## config.mk

```make
export PLATFORM = sky130hd
export DESIGN_NAME = com_uart
export DESIGN_NICKNAME = d
export VERILOG_FILES = /design/src/rtl/com_uart_pkg.sv /design/src/rtl/com_uart_rx_fifo.sv /design/src/rtl/com_uart.sv
export SDC_FILE = /design/constraint.sdc
export NUM_CORES = 1
export LEC_CHECK = 0
export CORE_ASPECT_RATIO = 2
export CORE_MARGIN = 8
export CORE_UTILIZATION = 60
export CTS_BUF_LIST = sky130_fd_sc_hd__clkbuf_4
export DETAILED_ROUTE_END_ITERATION = 8
export GPL_TIMING_DRIVEN = 1
export PLACE_DENSITY = 0.82
export SLEW_MARGIN = 30
export SYNTH_ARGS = -nofsm -noshare
export SYNTH_HDL_FRONTEND = slang
export SYNTH_SLANG_ARGS = --single-unit
```

## constraint.sdc

```tcl
create_clock -name clk50M -period 2.32 [get_ports clk50M]
set_input_delay 0.464 -clock clk50M [delete_from_list [all_inputs] [get_ports clk50M]]
set_output_delay 0.464 -clock clk50M [all_outputs]
set_load 0.01 [all_outputs]
```

## src/rtl/com_uart_pkg.sv

```systemverilog
// rtl/com_uart_pkg.sv - shared state encodings, bit-period helper and RX FIFO depth for com_uart
package com_uart_pkg;

  typedef enum logic [1:0] {
    TX_IDLE,
    TX_START,
    TX_DATA,
    TX_STOP
  } tx_state_t;

  typedef enum logic [2:0] {
    RX_IDLE,
    RX_START,
    RX_DATA,
    RX_STOP,
    RX_BREAK
  } rx_state_t;

  localparam int RX_FIFO_DEPTH = 4;

  // Bit period in clocks, rounded to nearest.
  function automatic int calc_div(input int clk_freq, input int baud);
    return (clk_freq + baud / 2) / baud;
  endfunction

endpackage

```

## src/rtl/com_uart_rx_fifo.sv

```systemverilog
// rtl/com_uart_rx_fifo.sv - 4-entry receive byte FIFO, built only under COM_UART_RX_FIFO_EN
module com_uart_rx_fifo
  import com_uart_pkg::*;
(
  input  logic       clk,
  input  logic       rst_n,
  input  logic       push,
  input  logic [7:0] push_data,
  input  logic       pop,
  output logic [7:0] pop_data,
  output logic       empty,
  output logic       full
);

  localparam int PW = $clog2(RX_FIFO_DEPTH);
  localparam logic [PW:0] COUNT_FULL = (PW + 1)'(RX_FIFO_DEPTH);

  logic [7:0]    mem [RX_FIFO_DEPTH];
  logic [PW-1:0] wr_ptr;
  logic [PW-1:0] rd_ptr;
  logic [PW:0]   count;
  logic          do_push;
  logic          do_pop;

  assign empty    = (count == '0);
  assign full     = (count == COUNT_FULL);
  assign do_pop   = pop & ~empty;
  // A full FIFO still takes a push when the same cycle frees a slot.
  assign do_push  = push & (~full | do_pop);
  assign pop_data = mem[rd_ptr];

  always_ff @(posedge clk or negedge rst_n) begin
    if (!rst_n) begin
      for (int i = 0; i < RX_FIFO_DEPTH; i++) mem[i] <= 8'h00;
      wr_ptr <= '0;
      rd_ptr <= '0;
      count  <= '0;
    end else begin
      if (do_push) begin
        mem[wr_ptr] <= push_data;
        wr_ptr      <= wr_ptr + PW'(1);
      end
      if (do_pop) rd_ptr <= rd_ptr + PW'(1);
      case ({do_push, do_pop})
        2'b10:   count <= count + (PW + 1)'(1);
        2'b01:   count <= count - (PW + 1)'(1);
        default: count <= count;
      endcase
    end
  end

endmodule

```

## src/rtl/com_uart.sv

```systemverilog
// rtl/com_uart.sv - 8N1 UART for the memory controller serial path
// COM_UART_RX_FIFO_EN selects a 4-entry receive FIFO instead of a single holding register.
module com_uart
  import com_uart_pkg::*;
#(
  parameter int CLK_FREQ = 50000000,
  parameter int BAUD     = 115200
) (
  input  logic       clk50M,
  input  logic       rst_n,
  input  logic [7:0] com_data_out,
  input  logic       enable_com_write,
  output logic       com_write_ready,
  output logic [7:0] com_data_in,
  output logic       com_read_ready,
  input  logic       int_com_ack,
  output logic       uart_txd,
  input  logic       uart_rxd
);

  localparam int DIV = calc_div(CLK_FREQ, BAUD);
  localparam int CW  = $clog2(DIV);
  localparam logic [CW-1:0] CNT_LAST  = CW'(DIV - 1);
  localparam logic [CW-1:0] HALF_LAST = CW'(DIV / 2 - 1);

  // ---------------- transmitter ----------------
  tx_state_t     tx_state, tx_state_n;
  logic [CW-1:0] tx_cnt, tx_cnt_n;
  logic [2:0]    tx_idx, tx_idx_n;
  logic [7:0]    tx_shift, tx_shift_n;
  logic          txd_q, txd_n;

  always_ff @(posedge clk50M or negedge rst_n) begin
    if (!rst_n) begin
      tx_state <= TX_IDLE;
      tx_cnt   <= '0;
      tx_idx   <= '0;
      tx_shift <= 8'h00;
      txd_q    <= 1'b1;
    end else begin
      tx_state <= tx_state_n;
      tx_cnt   <= tx_cnt_n;
      tx_idx   <= tx_idx_n;
      tx_shift <= tx_shift_n;
      txd_q    <= txd_n;
    end
  end

  always_comb begin
    tx_state_n = tx_state;
    tx_cnt_n   = tx_cnt;
    tx_idx_n   = tx_idx;
    tx_shift_n = tx_shift;
    txd_n      = txd_q;
    case (tx_state)
      TX_IDLE: begin
        if (enable_com_write) begin
          tx_shift_n = com_data_out;
          txd_n      = 1'b0;
          tx_cnt_n   = '0;
          tx_state_n = TX_START;
        end
      end
      TX_START: begin
        if (tx_cnt == CNT_LAST) begin
          tx_cnt_n   = '0;
          tx_idx_n   = 3'd0;
          txd_n      = tx_shift[0];
          tx_state_n = TX_DATA;
        end else begin
          tx_cnt_n = tx_cnt + CW'(1);
        end
      end
      TX_DATA: begin
        if (tx_cnt == CNT_LAST) begin
          tx_cnt_n = '0;
          if (tx_idx == 3'd7) begin
            txd_n      = 1'b1;
            tx_state_n = TX_STOP;
          end else begin
            tx_idx_n = tx_idx + 3'd1;
            txd_n    = tx_shift[tx_idx + 3'd1];
          end
        end else begin
          tx_cnt_n = tx_cnt + CW'(1);
        end
      end
      TX_STOP: begin
        if (tx_cnt == CNT_LAST) begin
          tx_cnt_n   = '0;
          tx_state_n = TX_IDLE;
        end else begin
          tx_cnt_n = tx_cnt + CW'(1);
        end
      end
      default: tx_state_n = TX_IDLE;
    endcase
  end

  assign uart_txd        = txd_q;
  assign com_write_ready = (tx_state == TX_IDLE);

  // ---------------- receiver ----------------
  logic [1:0]    rx_sync;
  logic          rxs;
  rx_state_t     rx_state, rx_state_n;
  logic [CW-1:0] rx_cnt, rx_cnt_n;
  logic [2:0]    rx_bits, rx_bits_n;
  logic [7:0]    rx_shift, rx_shift_n;
  logic          rx_push;
  logic          ack_q, ack_q2;
  logic          ack_rise;

  assign rxs      = rx_sync[1];
  assign ack_rise = ack_q & ~ack_q2;

  always_ff @(posedge clk50M or negedge rst_n) begin
    if (!rst_n) begin
      rx_sync  <= 2'b11;
      rx_state <= RX_IDLE;
      rx_cnt   <= '0;
      rx_bits  <= '0;
      rx_shift <= 8'h00;
      ack_q    <= 1'b0;
      ack_q2   <= 1'b0;
    end else begin
      rx_sync  <= {rx_sync[0], uart_rxd};
      rx_state <= rx_state_n;
      rx_cnt   <= rx_cnt_n;
      rx_bits  <= rx_bits_n;
      rx_shift <= rx_shift_n;
      ack_q    <= int_com_ack;
      ack_q2   <= ack_q;
    end
  end

  // Start bit is re-checked half a bit in, so later samples fall mid-bit.
  always_comb begin
    rx_state_n = rx_state;
    rx_cnt_n   = rx_cnt;
    rx_bits_n  = rx_bits;
    rx_shift_n = rx_shift;
    rx_push    = 1'b0;
    case (rx_state)
      RX_IDLE: begin
        if (!rxs) begin
          rx_cnt_n   = '0;
          rx_state_n = RX_START;
        end
      end
      RX_START: begin
        if (rx_cnt == HALF_LAST) begin
          rx_cnt_n   = '0;
          rx_bits_n  = 3'd0;
          rx_state_n = rxs ? RX_IDLE : RX_DATA;
        end else begin
          rx_cnt_n = rx_cnt + CW'(1);
        end
      end
      RX_DATA: begin
        if (rx_cnt == CNT_LAST) begin
          rx_cnt_n   = '0;
          rx_shift_n = {rxs, rx_shift[7:1]};
          if (rx_bits == 3'd7) rx_state_n = RX_STOP;
          else                 rx_bits_n  = rx_bits + 3'd1;
        end else begin
          rx_cnt_n = rx_cnt + CW'(1);
        end
      end
      RX_STOP: begin
        if (rx_cnt == CNT_LAST) begin
          rx_cnt_n = '0;
          if (rxs) begin
            rx_push    = 1'b1;
            rx_state_n = RX_IDLE;
          end else begin
            rx_state_n = RX_BREAK;
          end
        end else begin
          rx_cnt_n = rx_cnt + CW'(1);
        end
      end
      RX_BREAK: begin
        if (rxs) rx_state_n = RX_IDLE;
      end
      default: rx_state_n = RX_IDLE;
    endcase
  end

  // ---------------- receive storage ----------------
`ifdef COM_UART_RX_FIFO_EN
  logic fifo_empty;
  logic fifo_full;

  com_uart_rx_fifo u_rx_fifo (
    .clk       (clk50M),
    .rst_n     (rst_n),
    .push      (rx_push & (~fifo_full | ack_rise)),
    .push_data (rx_shift),
    .pop       (ack_rise),
    .pop_data  (com_data_in),
    .empty     (fifo_empty),
    .full      (fifo_full)
  );

  assign com_read_ready = ~fifo_empty;
`else
  logic       hold_valid;
  logic [7:0] hold_data;
  logic       hold_pop;

  assign hold_pop = ack_rise & hold_valid;

  always_ff @(posedge clk50M or negedge rst_n) begin
    if (!rst_n) begin
      hold_valid <= 1'b0;
      hold_data  <= 8'h00;
    end else if (rx_push && (!hold_valid || hold_pop)) begin
      hold_valid <= 1'b1;
      hold_data  <= rx_shift;
    end else if (hold_pop) begin
      hold_valid <= 1'b0;
    end
  end

  assign com_read_ready = hold_valid;
  assign com_data_in    = hold_data;
`endif

endmodule

```

* Word level (Yosys, flattened, before mapping)
Index checks and enable logic that the tools add are counted.
** Operators by class
- Reduce and logical (&&, ||, !) cells :: 20
- Magnitude comparators :: 1
- $mul :: 0
- Shifts and indexed selects :: 0
- Mux-type cells :: 42
- Equality and inequality tests :: 25
- Add/subtract/negate cells :: 4
- Div/mod/pow operators :: 0
- Bitwise gates (word level) :: 3
** Operator list (number)
- 9-bit two-way mux :: 5
- 3-bit two-way mux :: 13
- 9-bit case mux with 3 select lines :: 1
- 2-bit != test, second input constant :: 13
- 9-bit by 1-bit adder with 9-bit output, second input constant :: 2
- 9-bit == test, second input constant :: 2
- 9-bit case mux with 2 select lines :: 1
- 3-bit case mux with 5 select lines :: 1
- 2-bit two-way mux :: 6
- 3-bit case mux with 2 select lines :: 2
- 4-bit AND reduction :: 3
- 1-bit two-way mux :: 10
- 3-bit == test, second input constant :: 3
- 9-bit by 8-bit == test with 1-bit output, second input constant :: 1
- 2-bit case mux with 4 select lines :: 1
- 3-bit by 1-bit adder with 3-bit output, second input constant :: 2
- 3-bit by 2-bit == test with 1-bit output, second input constant :: 2
- 2-bit AND reduction :: 3
- 6-bit AND reduction :: 1
- 2-bit nonzero test :: 3
- 3-bit nonzero test :: 2
- 5-bit AND reduction :: 1
- 2-bit == test, second input constant :: 2
- 3-bit by 4-bit less-than comparator with 1-bit output, second input constant :: 1
- 13 further kinds :: 14
** Word-level totals
- Memory bits (read-only) :: 0
- Logic and storage cells :: 109
- RAM bits :: 0
- Bits in latches :: 0
- Output and inout port bits :: 11
- Register bits :: 59
- Input bits :: 13
- Memories :: 0

* Logic depth before layout (Yosys ltp)
- Depth after elaboration :: 6
- Gate-level depth with buffers :: 7
- Gate-level depth less buffers :: 6

* Least setup slack after synthesis
No wires, ideal clock.
- Path kind :: register to register
- From :: reg rx_cnt[0]
- To :: reg rx_bits[0]
- Library setup time :: 0.065 ns
- Period minus slack after synthesis :: 1.964 ns
- Buffers on the path :: 0
- Data required time :: 2.255 ns
- Slack :: 0.356 ns
- Cell stages (with the launch flop) :: 7
- Arrival :: 1.899 ns
- Path through :: dfrtp_1 -> inv_1 -> ha_1 -> or4b_4 -> o31a_4 -> nor4b_4 -> mux2_2
** Between the ends
- Word-level cells in the longest chain between the ends :: 3
- Elaborated cells between the ends (all ways) :: 5
- Those cells by class :: eq/ne (4); reduce/logical (1)
** Ends and longest elaborated chain
- start: declaration :: line com_uart.sv:107 : logic [CW-1:0] rx_cnt, rx_cnt_n;
- start signal: assignment :: line com_uart.sv:129 : rx_cnt <= rx_cnt_n;
- 9-bit == test / 9-bit by 8-bit == test with 1-bit output (equally long branches) :: line com_uart.sv:161, com_uart.sv:152
- 2-bit != test (no line)
- 4-bit AND reduction (no line) (*)
- end signal: assignment :: line com_uart.sv:130 : rx_bits <= rx_bits_n;
- end: declaration :: line com_uart.sv:108 : logic [2:0] rx_bits, rx_bits_n;
Mark *: on every way between the ends. The rest lies on a longest branch, timed or not.
A chain may end at the register's enable or synchronous reset.

* Worst setup path in the final report
- From :: reg tx_state[0]
- To :: out com_write_ready
** Between the ends
- Word-level cells in the longest chain between the ends :: 1
** Ends and longest elaborated chain
- start: declaration :: line com_uart.sv:27 : tx_state_t tx_state, tx_state_n;
- start signal: assignment :: line com_uart.sv:41 : tx_state <= tx_state_n;
- 2-bit zero test :: line com_uart.sv:101 : assign com_write_ready = (tx_state == TX_IDLE);
- end: declaration :: line com_uart.sv:13 : output logic com_write_ready,
No other way between the ends.

==> flow_metrics.env <==
export IMPL_period_share=0.940
export IMPL_cp_top_family="buffers and inverters"
export IMPL_critPathMaxStageDelay_ns=0.54
export IMPL_cts_buffers=9
export IMPL_num_antenna_cells=0
export IMPL_overflow=0
export IMPL_area_delta_synth_final_pct=15.0
export IMPL_switchingPower_uw=364
export IMPL_drt_wl_total_mm=5.79
export IMPL_cts_sinks=59
export IMPL_setup_slack_ns=0.138
export IMPL_fp_dieW_um=65.6
export IMPL_io_pins=24
export IMPL_grt_pass1_vias=2249
export IMPL_p_leak_nw=1.62
export IMPL_synth_cell_types=51
export IMPL_critPathBufInv=2
export IMPL_required_ns=1.86
export IMPL_root_buffer="clkbuf_4"
export IMPL_seqPwrFrac=0.629
export IMPL_num_fill_cells=366
export IMPL_cts_tree="done"
export IMPL_cpMaxStageDelayCell="clkdlybuf4s50_1"
export IMPL_ant_nets=0
export IMPL_mostFrequentLayoutCell="dfrtp_1"
export IMPL_grt_max_degree=37
export IMPL_gp_congestion=0.858
export IMPL_htree_levels=3
export IMPL_clock_latency_ns=0.40
export IMPL_fin_util=0.703
export IMPL_drt_initial_drc_count=102
export IMPL_vias_per_cell=6.05
export IMPL_cap_violations=0
export IMPL_synth_net_count=288
export IMPL_end_kind="output pin"
export IMPL_drtPass1Iterations=4
export IMPL_drive_gt1_frac=0.207
export IMPL_ys_seq_elements=59
export IMPL_status="complete, no violations"
export IMPL_synth_top_cell_by_area="dfrtp_1"
export IMPL_core_area_um2=4820
export IMPL_synth_edf_count=0
export IMPL_track_usage=0.171
export IMPL_max_freq_ghz=0.458
export IMPL_maxSlewHeadroom=0.622
export IMPL_rsz0062_at_grt="no"
export IMPL_clkTransAtPathRegs_ns=0.10
export IMPL_fin_setup_tns_ns=0
export IMPL_hold_class="primary input to async pin"
export IMPL_finalHoldViolCount=0
export IMPL_vias=2161
export IMPL_maxSlewViolCount=0
export IMPL_peakVddDrop_v=0.000512
export IMPL_path_class="flip-flop to output pin"
export IMPL_dp_hpwl_mm=4.42
export IMPL_start_kind="flip-flop"
export IMPL_cts_buffer_depth=2
export IMPL_cp_cell_sequence="inv_1 > ha_2 > clkdlybuf4s50_1"
export IMPL_async_flop_share=1.00
export IMPL_p_sw_frac=0.221
export IMPL_critPathArrivalTime_ns=1.72
export IMPL_routedWlPerCell_um=16.2
export IMPL_die_area_um2=7550
export IMPL_p_comb_frac=0.027
export IMPL_antenna_found_initial=0
export IMPL_synth_seq_area_share=0.502
export IMPL_initial_core_util=0.611
export IMPL_cp_max_fo=5
export IMPL_avgSynthCellArea_um2=11.3
export IMPL_fin_nets=324
export IMPL_syn_area_um2=2950
export IMPL_power_frac_clock=0.344
export IMPL_ys_flop_type="dfrtp_1"
export IMPL_power_per_cell_area_nw_per_um2=486
export IMPL_ys_warnings_count=0
export IMPL_synth_area_leaders="dfrtp_1 (48%), mux2_2 (10%), ha_1 (5.9%), nand2_1 (3.7%), dfstp_2 (2.7%)"
export IMPL_setup_viol_count_final=0
export IMPL_synth_top_cell_area_share=0.476
export IMPL_fin_skew_ns=0.0153
export IMPL_port_buffers=23
export IMPL_worstMarginPinSlew_ns=0.567
export IMPL_finalCriticalPeriod_ns=2.18
export IMPL_die_y_um=115
export IMPL_dpl_worst_slack_ns=0.216
export IMPL_p_int_mw=1.28
export IMPL_drcViolationCount=0
export IMPL_synthCells=261
export IMPL_final_cell_mix="dfrtp_1 (56), nand2_1 (29), mux2_2 (27)"
export IMPL_grt_pass1_wl_mm=9.85
export IMPL_rows=36
[registers in the layout, summed over array words and instances, names as in the netlist]
name and cells:
tx_cnt 9, tx_shift 8, rx_sync 2, com_data_in 8
rx_cnt 9, com_read_ready 1, rx_state 3, rx_shift 8
uart_txd 1, rx_bits 3, tx_idx 3, ack_q2 1
tx_state 2, ack_q 1
[Yosys cell counts (3+ instances only)]
cell type and count:
dfrtp_1 56, mux2_2 27, xnor2_1 3, dfstp_2 3, inv_1 12, o211ai_1 3
nor2_1 14, clkbuf_1 3, o21ai_0 15, nand3_1 7, nand4_1 5, nor4_1 3
nand2_1 29, a2111oi_0 3, o22ai_1 4, a21oi_1 10, or3_1 3, ha_1 14
a22o_1 5
[metal layers]
metal / GRT usage / wire [um] / vias up
li1: - / - / 1037
met4: 0.132 / 286 / 0
met3: 0.0517 / 232 / 25
met5: 0 / 0 / -
met1: 0.154 / 2030 / 1045
met2: 0.303 / 3250 / 54
[through the flow]
step / hold slack, ns / cell area (um2) / total power [mW] / instances
4_1_cts: 0.0506 / 3390 / 1.68 / 357
3_5_place_dp: 0.348 / 3290 / 1.10 / 343
2_1_floorplan: 0.168 / 2950 / 1.06 / 261
5_1_grt: 0.0552 / 3390 / 1.73 / 357
3_3_place_gp: 0.346 / 3290 / 1.10 / 343
6_report: 0.0477 / 3390 / 1.65 / 357
[timing repair]
item,in CTS,in global routing
endpoints found under the setup margin,0,1
hold buffers,0,0
gates resized for setup,0,1
hold endpoints to repair,0,0
buffers inserted,0,0
[cell families after synthesis]
group / after synthesis / synth area share
AND/OR/NAND/NOR: 84 / 0.159
buffers and inverters: 16 / 0.0204
AO/OA/AOI/OAI: 53 / 0.122
flip-flops: 59 / 0.502
multiplexers: 30 / 0.122
adder cells (fa/ha/maj): 14 / 0.0594
XOR/XNOR: 5 / 0.0149
[worst paths after layout]
kind / from / to / slack (ns) / cells past startpoint
max in group asynchronous: rst_n / uart_txd / 1.63 / 2
worst min register to register: rx_sync[0] / rx_sync[1] / 0.36 / 0
worst max-delay path: tx_state[0] / com_write_ready / 0.14 / 3
worst max register to register: rx_cnt[0] / rx_bits[0] / 0.18 / 6
min in group clk50M: rx_sync[0] / rx_sync[1] / 0.36 / 0
worst min-delay path: rst_n / tx_shift[4] / 0.05 / 1
[layout make-up]
class / count / area [um2] / share of cell area
Clock inverter: 3 / 17.5 / 0.00517
Tap cell: 57 / 71.3 / 0.0210
Multi-Input combinational cell: 186 / 1410 / 0.416
Clock buffer: 11 / 82.6 / 0.0244
Timing Repair Buffer: 29 / 283 / 0.0835
Sequential cell: 59 / 1480 / 0.437
Inverter: 12 / 45.0 / 0.0133
[power groups by stage]
stage	registers, mW	logic, mW	clock network, mW
after floorplan	1.05	0.00379	0
after global placement	1.06	0.0465	0
after detailed placement	1.06	0.0467	0
after CTS	1.04	0.0469	0.593
after global routing	1.04	0.0506	0.641
final	1.04	0.0446	0.567
(Power assumes the default switching activity.)
